<file path="config.mk">
export PLATFORM = sky130hd
export DESIGN_NAME = fpga_io_arbiter
export DESIGN_NICKNAME = d
export VERILOG_FILES = /design/src/rtl/fpga_io_arbiter.sv
export SDC_FILE = /design/constraint.sdc
export NUM_CORES = 1
export LEC_CHECK = 0
export ABC_CLOCK_PERIOD_IN_PS = 1900
export CAP_MARGIN = 20
export CORE_UTILIZATION = 44
export CTS_BUF_LIST = sky130_fd_sc_hd__clkbuf_4 sky130_fd_sc_hd__clkbuf_8
export DETAILED_ROUTE_END_ITERATION = 12
export PLACE_DENSITY = 0.83
export SETUP_SLACK_MARGIN = 0.5
export SLEW_MARGIN = 20
export SYNTH_ARGS = -nofsm -noshare
export SYNTH_HDL_FRONTEND = slang
export SYNTH_SLANG_ARGS = --single-unit
</file>
<file path="constraint.sdc">
create_clock -name clk -period 1.9 [get_ports clk]
set_input_delay 0.38 -clock clk [delete_from_list [all_inputs] [get_ports clk]]
set_output_delay 0.38 -clock clk [all_outputs]
set_load 0.01 [all_outputs]
</file>
<file path="src/rtl/fpga_io_arbiter.sv">
// Two-core round-robin arbiter for the FPGA general-purpose output/input registers.
// Each granted access runs IDLE -> SERVE -> ACK and answers with a one-cycle ack.
module fpga_io_arbiter #(
  parameter int DW = 32
) (
  input  logic            clk,
  input  logic            rst_n,
  input  logic            a_req,
  input  logic            a_we,
  input  logic [2:0]      a_addr,
  input  logic [DW-1:0]   a_wdata,
  input  logic [DW/8-1:0] a_be,
  output logic            a_ack,
  output logic            a_err,
  output logic [DW-1:0]   a_rdata,
  input  logic            b_req,
  input  logic            b_we,
  input  logic [2:0]      b_addr,
  input  logic [DW-1:0]   b_wdata,
  input  logic [DW/8-1:0] b_be,
  output logic            b_ack,
  output logic            b_err,
  output logic [DW-1:0]   b_rdata,
  output logic [DW-1:0]   fpga_o0,
  output logic [DW-1:0]   fpga_o1,
  output logic [DW-1:0]   fpga_o2,
  input  logic [DW-1:0]   fpga_i0,
  input  logic [DW-1:0]   fpga_i1,
  input  logic [DW-1:0]   fpga_i2,
  output logic            busy
);

  localparam int BW = DW / 8;

  typedef enum logic [1:0] {
    IDLE,
    SERVE,
    ACK
  } state_e;

  state_e state_q, state_d;

  logic rr_q, rr_d;
  logic gnt_q, gnt_d;

  logic [2:0][DW-1:0] o_q, o_d;

  logic          a_ack_q, a_ack_d;
  logic          b_ack_q, b_ack_d;
  logic          a_err_q, a_err_d;
  logic          b_err_q, b_err_d;
  logic [DW-1:0] a_rdata_q, a_rdata_d;
  logic [DW-1:0] b_rdata_q, b_rdata_d;

  logic          s_we;
  logic [2:0]    s_addr;
  logic [DW-1:0] s_wdata;
  logic [BW-1:0] s_be;

  logic          s_out;
  logic          s_in;
  logic [DW-1:0] s_oword;
  logic [DW-1:0] s_iword;
  logic [DW-1:0] s_rd;
  logic          s_err;

  // Fields of the granted requester; they are held stable until ack.
  always_comb begin
    s_we    = gnt_q ? b_we    : a_we;
    s_addr  = gnt_q ? b_addr  : a_addr;
    s_wdata = gnt_q ? b_wdata : a_wdata;
    s_be    = gnt_q ? b_be    : a_be;
  end

  always_comb begin
    s_out   = !s_addr[2] && (s_addr[1:0] != 2'd3);
    s_in    = s_addr[2] && (s_addr[1:0] != 2'd3);
    s_oword = '0;
    s_iword = '0;
    unique case (s_addr[1:0])
      2'd0: begin
        s_oword = o_q[0];
        s_iword = fpga_i0;
      end
      2'd1: begin
        s_oword = o_q[1];
        s_iword = fpga_i1;
      end
      2'd2: begin
        s_oword = o_q[2];
        s_iword = fpga_i2;
      end
      default: begin
        s_oword = '0;
        s_iword = '0;
      end
    endcase
  end

  always_comb begin
    s_rd  = '0;
    s_err = 1'b0;
    unique case (1'b1)
      s_out: begin
        if (!s_we) s_rd = s_oword;
      end
      s_in: begin
        if (s_we) s_err = 1'b1;
        else      s_rd  = s_iword;
      end
      default: begin
        s_err = 1'b1;
      end
    endcase
  end

  always_comb begin
    state_d   = state_q;
    rr_d      = rr_q;
    gnt_d     = gnt_q;
    o_d       = o_q;
    a_ack_d   = 1'b0;
    b_ack_d   = 1'b0;
    a_err_d   = 1'b0;
    b_err_d   = 1'b0;
    a_rdata_d = a_rdata_q;
    b_rdata_d = b_rdata_q;
    unique case (state_q)
      IDLE: begin
        if (a_req || b_req) begin
          gnt_d   = (a_req && b_req) ? rr_q : b_req;
          rr_d    = ~gnt_d;
          state_d = SERVE;
        end
      end
      SERVE: begin
        if (s_out && s_we) begin
          for (int k = 0; k < 3; k++) begin
            if (s_addr[1:0] == 2'(k)) begin
              for (int j = 0; j < BW; j++) begin
                if (s_be[j]) o_d[k][8*j +: 8] = s_wdata[8*j +: 8];
              end
            end
          end
        end
        if (gnt_q) begin
          b_ack_d   = 1'b1;
          b_err_d   = s_err;
          b_rdata_d = s_rd;
        end else begin
          a_ack_d   = 1'b1;
          a_err_d   = s_err;
          a_rdata_d = s_rd;
        end
        state_d = ACK;
      end
      ACK: begin
        state_d = IDLE;
      end
      default: begin
        state_d = IDLE;
      end
    endcase
  end

  always_ff @(posedge clk or negedge rst_n) begin
    if (!rst_n) begin
      state_q   <= IDLE;
      rr_q      <= 1'b0;
      gnt_q     <= 1'b0;
      o_q       <= {3{{DW{1'b1}}}};
      a_ack_q   <= 1'b0;
      b_ack_q   <= 1'b0;
      a_err_q   <= 1'b0;
      b_err_q   <= 1'b0;
      a_rdata_q <= '0;
      b_rdata_q <= '0;
    end else begin
      state_q   <= state_d;
      rr_q      <= rr_d;
      gnt_q     <= gnt_d;
      o_q       <= o_d;
      a_ack_q   <= a_ack_d;
      b_ack_q   <= b_ack_d;
      a_err_q   <= a_err_d;
      b_err_q   <= b_err_d;
      a_rdata_q <= a_rdata_d;
      b_rdata_q <= b_rdata_d;
    end
  end

  assign a_ack   = a_ack_q;
  assign b_ack   = b_ack_q;
  assign a_err   = a_err_q;
  assign b_err   = b_err_q;
  assign a_rdata = a_rdata_q;
  assign b_rdata = b_rdata_q;
  assign fpga_o0 = o_q[0];
  assign fpga_o1 = o_q[1];
  assign fpga_o2 = o_q[2];
  assign busy    = (state_q != IDLE);

endmodule

</file>
== Word-level counts from Yosys, hierarchy flattened ==
Index checks and enable logic that the tools add are counted.
Widths: inputs -> output; s select.
Storage, ports and cells
  word-level logic and storage cells: 74
  output and inout port bits: 165
  input bits: 180
  register bits: 168
Operators by class
  reduce and logical (&&, ||, !) cells: 24
  muxes and demuxes: 22
  bitwise logic cells: 2
  eq/ne operators: 5
Operators by type and width (count)
  $pmux 32 s3: 2
  $mux 32: 3
  $pmux 32 s2: 1
  $reduce_and 4->1: 12
  $mux 1: 11
  $reduce_and 2->1: 3
  $eq 2x1->1 const B: 2
  $logic_and 1x1->1: 4
  $logic_not 2->1: 2
  $mux 4: 1
  $ne 2x2->1 const B: 2
  $pmux 2 s2: 1
  $mux 3: 1
  $eq 2x2->1 const B: 1
  $mux 2: 1
  $not 1->1: 2
  $pmux 1 s2: 1
  $reduce_bool 2->1: 1
  $logic_not 1->1: 1
  $logic_or 1x1->1: 1

== Longest topological paths before layout ==
Gate-level depths: netlist (run 1).
  word-level depth: 6
  mapped depth: 6
  gate-level depth less buffers: 4

== Worst setup path after synthesis (run 1) ==
No wires, ideal clock.
  kind: reg2reg
  start point: reg gnt_q
  end point: reg a_rdata_q[31], in the netlist a_rdata[31]
  arrival time: 1599 ps
  path slack: 154 ps
  setup time: 147 ps
  period minus slack after synthesis: 1746 ps
  required time: 1753 ps
  stages on the path, launching flop included: 7
  buffers on the path: 2
  path through: dfrtp_1 -> nor2b_1 -> a22o_1 -> buf_6 -> buf_4 -> a222oi_1 -> o221ai_1
Between the ends
  cells in the longest elaborated chain, start to end: 5
  elaborated cells between the ends (all ways): 16
  those cells by class: 3 x eq/ne; 7 x mux; 1 x bitwise; 5 x reduce/logical
RTL lines
  from (decl): line 44  | logic gnt_q, gnt_d;
  from (signal assigned): line 181  | gnt_q <= gnt_d;
  $mux 3: line 70  | s_addr = gnt_q ? b_addr : a_addr;
  $eq 2x2->1 (tied with other cells): line 80  | unique case (s_addr[1:0])
  $pmux 32 s3: line 80
  $mux 32 (on tied branches): line 108, 105
  $pmux 32 s2: line 103  | unique case (1'b1)
  to (signal assigned): line 187  | a_rdata_q <= a_rdata_d;
  to (decl): line 52  | logic [DW-1:0] a_rdata_q, a_rdata_d;
Several ways; a longest one is shown, not always the timed one.
A chain may end at the register's enable or synchronous reset.

== Worst setup path after layout (run 1) ==
  start point: reg gnt_q
  end point: reg a_rdata_q[19], in the netlist a_rdata[19]
The elaborated chain is that of the path after synthesis.

==> results.sh, run 1 <==
export IMPL_status="finished, violations left"
export IMPL_violations="setup timing"
export IMPL_num_io_pins=345
export IMPL_r2r_cells=8
export IMPL_power_frac_comb_pct=59.2
export IMPL_initial_core_util_pct=45.3
export IMPL_critPathMaxFanout=7
export IMPL_ys_warn_count=0
export IMPL_timing_fmax_ghz=0.419
export IMPL_fill_cells=696
export IMPL_finalPower_mw=24.9
export IMPL_power_frac_clock_pct=11.4
export IMPL_ys_seq_area_share_pct=54.8
export IMPL_fin_ws_ps=-485
export IMPL_cts_reportedPaths_clkPinSlew_ps=100
export IMPL_min_delay_path_class="primary input to asynchronous set/reset pin"
export IMPL_portBuffers=344
export IMPL_skew_ps=29.6
export IMPL_routabilityCongestion=0.832
export IMPL_die_x_um=136
export IMPL_ir_drop_mv=1.01
export IMPL_place_hpwl_um=21100
export IMPL_routedWlPerCell_um=31.3
export IMPL_seq_power_share_pct=29.4
export IMPL_cap_violations=0
export IMPL_die_h_um=136
export IMPL_grt_pass1_vias=9129
export IMPL_setup_viol=160
export IMPL_p_leak_nw=6.81
export IMPL_rows=48
export IMPL_p_switching_mw=9.76
export IMPL_startpoint="gnt_q"
export IMPL_htree_levels=4
export IMPL_postPlaceCellArea_um2=12200
export IMPL_vias_per_cell=6.61
export IMPL_drt_initial_drc_count=1453
export IMPL_syn_cell_area_um2=7890
export IMPL_p_sw_share_pct=39.3
export IMPL_drc=0
export IMPL_synth_nets=769
export IMPL_ys_ff_latch=168
export IMPL_ant_nets=0
export IMPL_root_buffer="clkbuf_8"
export IMPL_cts_tree="yes"
export IMPL_fin_crit_ps=2390
export IMPL_cts_sinks=168
export IMPL_layout_cells_most_common_list="209 x buf_4, 177 x clkdlybuf4s50_1, 126 x buf_6"
export IMPL_grt_pass1_wl_um=54400
export IMPL_p_int_mw=15.1
export IMPL_syn_avg_cell_area_um2=13.4
export IMPL_rsz0062_at_grt="yes"
export IMPL_hold_viol=0
export IMPL_vias=9300
export IMPL_layout_nets=1348
export IMPL_fin_tns_setup_ps=-20220
export IMPL_clk_latency_ps=480
export IMPL_critical_path_class="register to register"
export IMPL_ff2ff_setup_slack_ps=-490
export IMPL_grt_usage_pct=40.1
export IMPL_crit_path_start_kind="register"
export IMPL_syn_inst=589
export IMPL_reg2reg_from="gnt_q"
export IMPL_finalMaxSlewViolations=0
export IMPL_die_area_um2=18500
export IMPL_grt_overflow=0
export IMPL_cp_arrival_ps=2700
export IMPL_yosysUniqueCellTypes=28
export IMPL_powerDensity_nw_per_um2=1660
export IMPL_worstPathRequired_ps=2210
export IMPL_dr_pass1_iters=11
export IMPL_relSlewSlack_pct=56.1
export IMPL_end_kind="register"
export IMPL_drt_total_wl_um=44000
export IMPL_r2r_end="a_rdata[19]"
export IMPL_core_um2=17400
export IMPL_worstMarginPinSlew_ps=658
export IMPL_antenna_found_initial=4
export IMPL_syn2layout_area_growth_pct=90.1
export IMPL_fin_util_pct=86.1
export IMPL_ctsLongestPathBuffers=2
export IMPL_drive_gt1_share_pct=64.9
export IMPL_cts_buffers=17
export IMPL_fin_crit_sh_pct=126
export IMPL_grt_start_max_net_pins=46
export IMPL_design_area_um2=15000
export IMPL_final_common_cell="buf_4"
==> layer usage <==
| layer | track usage [%] | up-vias | wire length (um) |
|---|---|---|---|
| li1 | - | 3551 | - |
| met1 | 45.7 | 4527 | 14500 |
| met2 | 65.9 | 927 | 20200 |
| met3 | 11.2 | 291 | 5880 |
| met4 | 26.2 | 4 | 3440 |
| met5 | 0 | - | 23 |
==> worst max path at each step <==
stage | end | slack, ps | cells past startpoint
after floorplan | a_rdata[1] | 200 | 6
after global placement | b_rdata[21] | -470 | 7
after detailed placement | b_rdata[21] | -520 | 7
after CTS | a_rdata[16] | -70 | 7
after global routing | a_rdata[19] | -500 | 8
final | a_rdata[19] | -490 | 8
==> registers in the layout, indices dropped and copies added, names as in the netlist <==
| name | flops |
|---|---|
| fpga_o2 | 32 |
| gnt_q | 1 |
| a_ack | 1 |
| b_ack | 1 |
| fpga_o0 | 32 |
| b_rdata | 32 |
| b_err | 1 |
| fpga_o1 | 32 |
| a_err | 1 |
| rr_q | 1 |
| state_q | 2 |
| a_rdata | 32 |
==> power by group through the flow <==
stage	logic (mW)	registers (mW)	clock network, mW
2_1_floorplan	3.39	7.59	0
3_3_place_gp	9.30	7.08	0
3_5_place_dp	9.52	7.11	0
4_1_cts	12.6	7.02	2.73
5_1_grt	15.2	7.38	2.94
6_report	14.7	7.30	2.84
==> through the flow <==
| step | instances | worst slack [ps] | hold WS (ps) |
|---|---|---|---|
| floorplan | 589 | 198 | 84.4 |
| global placement | 1183 | -467 | 327 |
| detailed placement | 1183 | -519 | 331 |
| CTS | 1369 | -65.4 | 392 |
| global route | 1407 | -502 | 431 |
| finish | 1408 | -485 | 403 |
==> kinds of logic after synthesis <==
group,Yosys count,share of synthesized area (%)
buf+inv,50,2.86
mux,131,18.7
simple gates,98,7.08
compound gates,142,16.5
flops,168,54.8
==> repair_timing <==
action                                 CTS  global route
buffers inserted                       144            30
setup endpoints to repair              328           328
pin swaps                               61            47
hold buffers                             1             0
endpoints found under the hold margin   17             0
resized for setup                      861            78
cloned                                   9             7
==> critical path: stages (launching register included) <==
cell      delay [ps]
dfrtp_2          490
buf_4            170
buf_4            150
or3b_4           440
nor2_4           120
nand3b_1         140
buf_6            180
buf_12           150
o221ai_2         400
==> Yosys cell counts (all sizes together) <==
library cell | instances | area [um2]
a21oi | 4 | 20.0
a222oi | 64 | 641
a22o | 6 | 53.8
a2bb2oi | 1 | 8.76
a31oi | 2 | 12.5
and2b | 1 | 7.51
buf | 14 | 90.1
clkbuf | 31 | 116
dfrtp | 72 | 1800
dfstp | 96 | 2520
inv | 5 | 18.8
mux2 | 130 | 1460
mux2i | 1 | 10.0
nand2 | 68 | 255
nand3 | 14 | 205
nand3b | 3 | 22.5
nor2 | 7 | 26.3
nor2b | 4 | 32.5
o221ai | 64 | 561
o2bb2ai | 1 | 8.76
or3b | 1 | 8.76
==> cell type report <==
type	count	area, um2	area share [%]
clock inverter	14	174	1.16
multi-input combinational	371	4080	27.2
inverter	5	18.8	0.125
tap	225	282	1.88
timing repair buffer	605	5870	39.2
clock buffer	18	241	1.61
sequential	168	4330	28.8
antenna	2	5.00	0.0334
Note: power is estimated with default switching activity, not from simulation.
==> run 2, diff against run 1 <==
ABC_CLOCK_PERIOD_IN_PS = 3000   (was 1900)
CORE_UTILIZATION = 45   (was 44)
PLACE_DENSITY = 0.85   (was 0.83)
clock period = 3 ns   (was 1.9 ns; I/O delays follow)
==> run 2 against run 1 <==
The flow now finishes without violations. Combinational power shrank 62%. Flip-flop and latch count unchanged. Setup slack improved by 1100 ps.
==> results.sh, run 2 (same netlist as run 1, synthesis figures left out) <==
export IMPL_critical_path_class="primary input to register"
export IMPL_root_buffer="clkbuf_8"
export IMPL_antenna_found_initial=1
export IMPL_path_buf_inv=3
export IMPL_drc=0
export IMPL_fin_tns_setup_ps=0
export IMPL_drt_initial_drc_count=778
export IMPL_routedWlPerCell_um=23.8
export IMPL_grt_overflow=0
export IMPL_reg2reg_from="gnt_q"
export IMPL_r2r_end="a_rdata[24]"
export IMPL_cap_violations=0
export IMPL_powerDensity_nw_per_um2=983
export IMPL_ff2ff_setup_slack_ps=660
export IMPL_p_leak_nw=4.72
export IMPL_core_um2=17200
export IMPL_crit_path_start_kind="primary input"
export IMPL_cts_buffers=17
export IMPL_portBuffers=344
export IMPL_dr_pass1_iters=6
export IMPL_ctsLongestPathBuffers=2
export IMPL_design_area_um2=12100
export IMPL_cts_reportedPaths_clkPinSlew_ps=90
export IMPL_rows=48
export IMPL_worstMarginPinSlew_ps=712
export IMPL_finalMaxSlewViolations=0
export IMPL_grt_usage_pct=30.4
export IMPL_slowest_delay_ps=610
export IMPL_grt_start_max_net_pins=78
export IMPL_ant_nets=0
export IMPL_die_h_um=134
export IMPL_cts_sinks=168
export IMPL_syn2layout_area_growth_pct=53.4
export IMPL_vias=7106
export IMPL_final_common_cell="clkdlybuf4s50_1"
export IMPL_skew_ps=12.7
export IMPL_place_hpwl_um=19600
export IMPL_relSlewSlack_pct=52.5
export IMPL_setup_viol=0
export IMPL_num_io_pins=345
export IMPL_ir_drop_mv=0.631
export IMPL_r2r_cells=6
export IMPL_worstPathRequired_ps=3290
export IMPL_cts_tree="yes"
export IMPL_drt_total_wl_um=27800
export IMPL_critPathMaxFanout=38
export IMPL_routabilityCongestion=0.855
export IMPL_layout_nets=1108
export IMPL_crit_chain="clkdlybuf4s50_1 -> inv_1 -> a22o_2 -> buf_4 -> a222oi_1 -> o221ai_1"
export IMPL_initial_core_util_pct=45.9
export IMPL_fin_crit_sh_pct=78.2
export IMPL_clk_latency_ps=450
export IMPL_postPlaceCellArea_um2=11700
export IMPL_dp_cells=1134
export IMPL_fill_cells=1286
export IMPL_cts_setup_buffers=0
export IMPL_drive_gt1_share_pct=30.2
export IMPL_layout_cells_most_common_list="343 x clkdlybuf4s50_1, 114 x mux2_2, 96 x dfstp_2"
export IMPL_min_delay_path_class="primary input to asynchronous set/reset pin"
export IMPL_end_kind="register"
export IMPL_cp_slowest_cell="clkdlybuf4s50_1"
export IMPL_die_x_um=134
export IMPL_htree_levels=4
export IMPL_rsz0062_at_grt="no"
export IMPL_fin_crit_ps=2350
export IMPL_cp_arrival_ps=2640
export IMPL_status="finished, final reports clean"
export IMPL_grt_pass1_vias=7195
export IMPL_timing_fmax_ghz=0.426
export IMPL_vias_per_cell=6.09
export IMPL_crit_family="compound AO/OA/AOI/OAI gates"
export IMPL_stdcell_count=1167
export IMPL_hold_viol=0
export IMPL_die_area_um2=18100
export IMPL_grt_pass1_wl_um=41600
export IMPL_finalPower_mw=11.9
-- run 2: changes by cell type in the layout (fill, tap and decap cells not counted), moves of 6 or more --
| cell | change |
|---|---|
| a22o_4 | -6 |
| buf_12 | -15 |
| buf_16 | -6 |
| buf_2 | -48 |
| buf_4 | -193 |
| buf_6 | -125 |
| clkbuf_2 | -7 |
| clkdlybuf4s50_1 | +166 |
| mux2_1 | +15 |
| mux2_2 | +45 |
| mux2_4 | -60 |
| o221ai_1 | +49 |
| o221ai_2 | -44 |
-- run 2: final cells by class --
type                            instances  area [um2]  area share, %
Antenna cell                            1        2.50         0.0207
Clock buffer                           23         298           2.46
Clock inverter                          9         138           1.14
Inverter                                5        18.8          0.155
Multi-Input combinational cell        371        3370           27.8
Sequential cell                       168        4330           35.8
Tap cell                              225         282           2.33
Timing Repair Buffer                  365        3660           30.3
-- run 2: worst max-delay path by stage --
stage,from,to,slack [ps],cells after the start
floorplan,a_addr[0],a_rdata[31],1110,6
global route,gnt_q,a_rdata[24],550,6
global placement,b_addr[1],b_rdata[2],370,6
finish,b_addr[1],a_rdata[7],650,6
CTS,gnt_q,b_rdata[31],570,6
detailed placement,b_addr[1],a_rdata[7],280,6
-- run 2: metal layers --
layer	vias up	global-route usage (%)	part of all wire [%]	wire, um
met5	-	0	0	0
met4	0	11.5	2.6	724
met3	51	7.41	9.1	2520
met2	412	49.6	48	13500
met1	3577	39.2	40	11100
li1	3066	-	-	-
-- run 2: power by group --
group | switching, mW | total, mW | internal, mW
combinational | 2.58 | 5.63 | 3.05
clock | 0.832 | 1.76 | 0.928
sequential | 0.811 | 4.51 | 3.70
-- run 2: what timing repair did --
item	4_1_cts	5_1_grt
resized for setup	0	1
setup endpoints to repair	0	8
hold buffers	0	0
-- run 2: metrics by stage --
stage	utilization, %	hold slack [ps]	setup WS [ps]
finish	70.4	165	653
global route	70.4	189	548
CTS	70.4	182	566
detailed placement	67.9	472	276
global placement	67.9	469	375
floorplan	-	304	1110
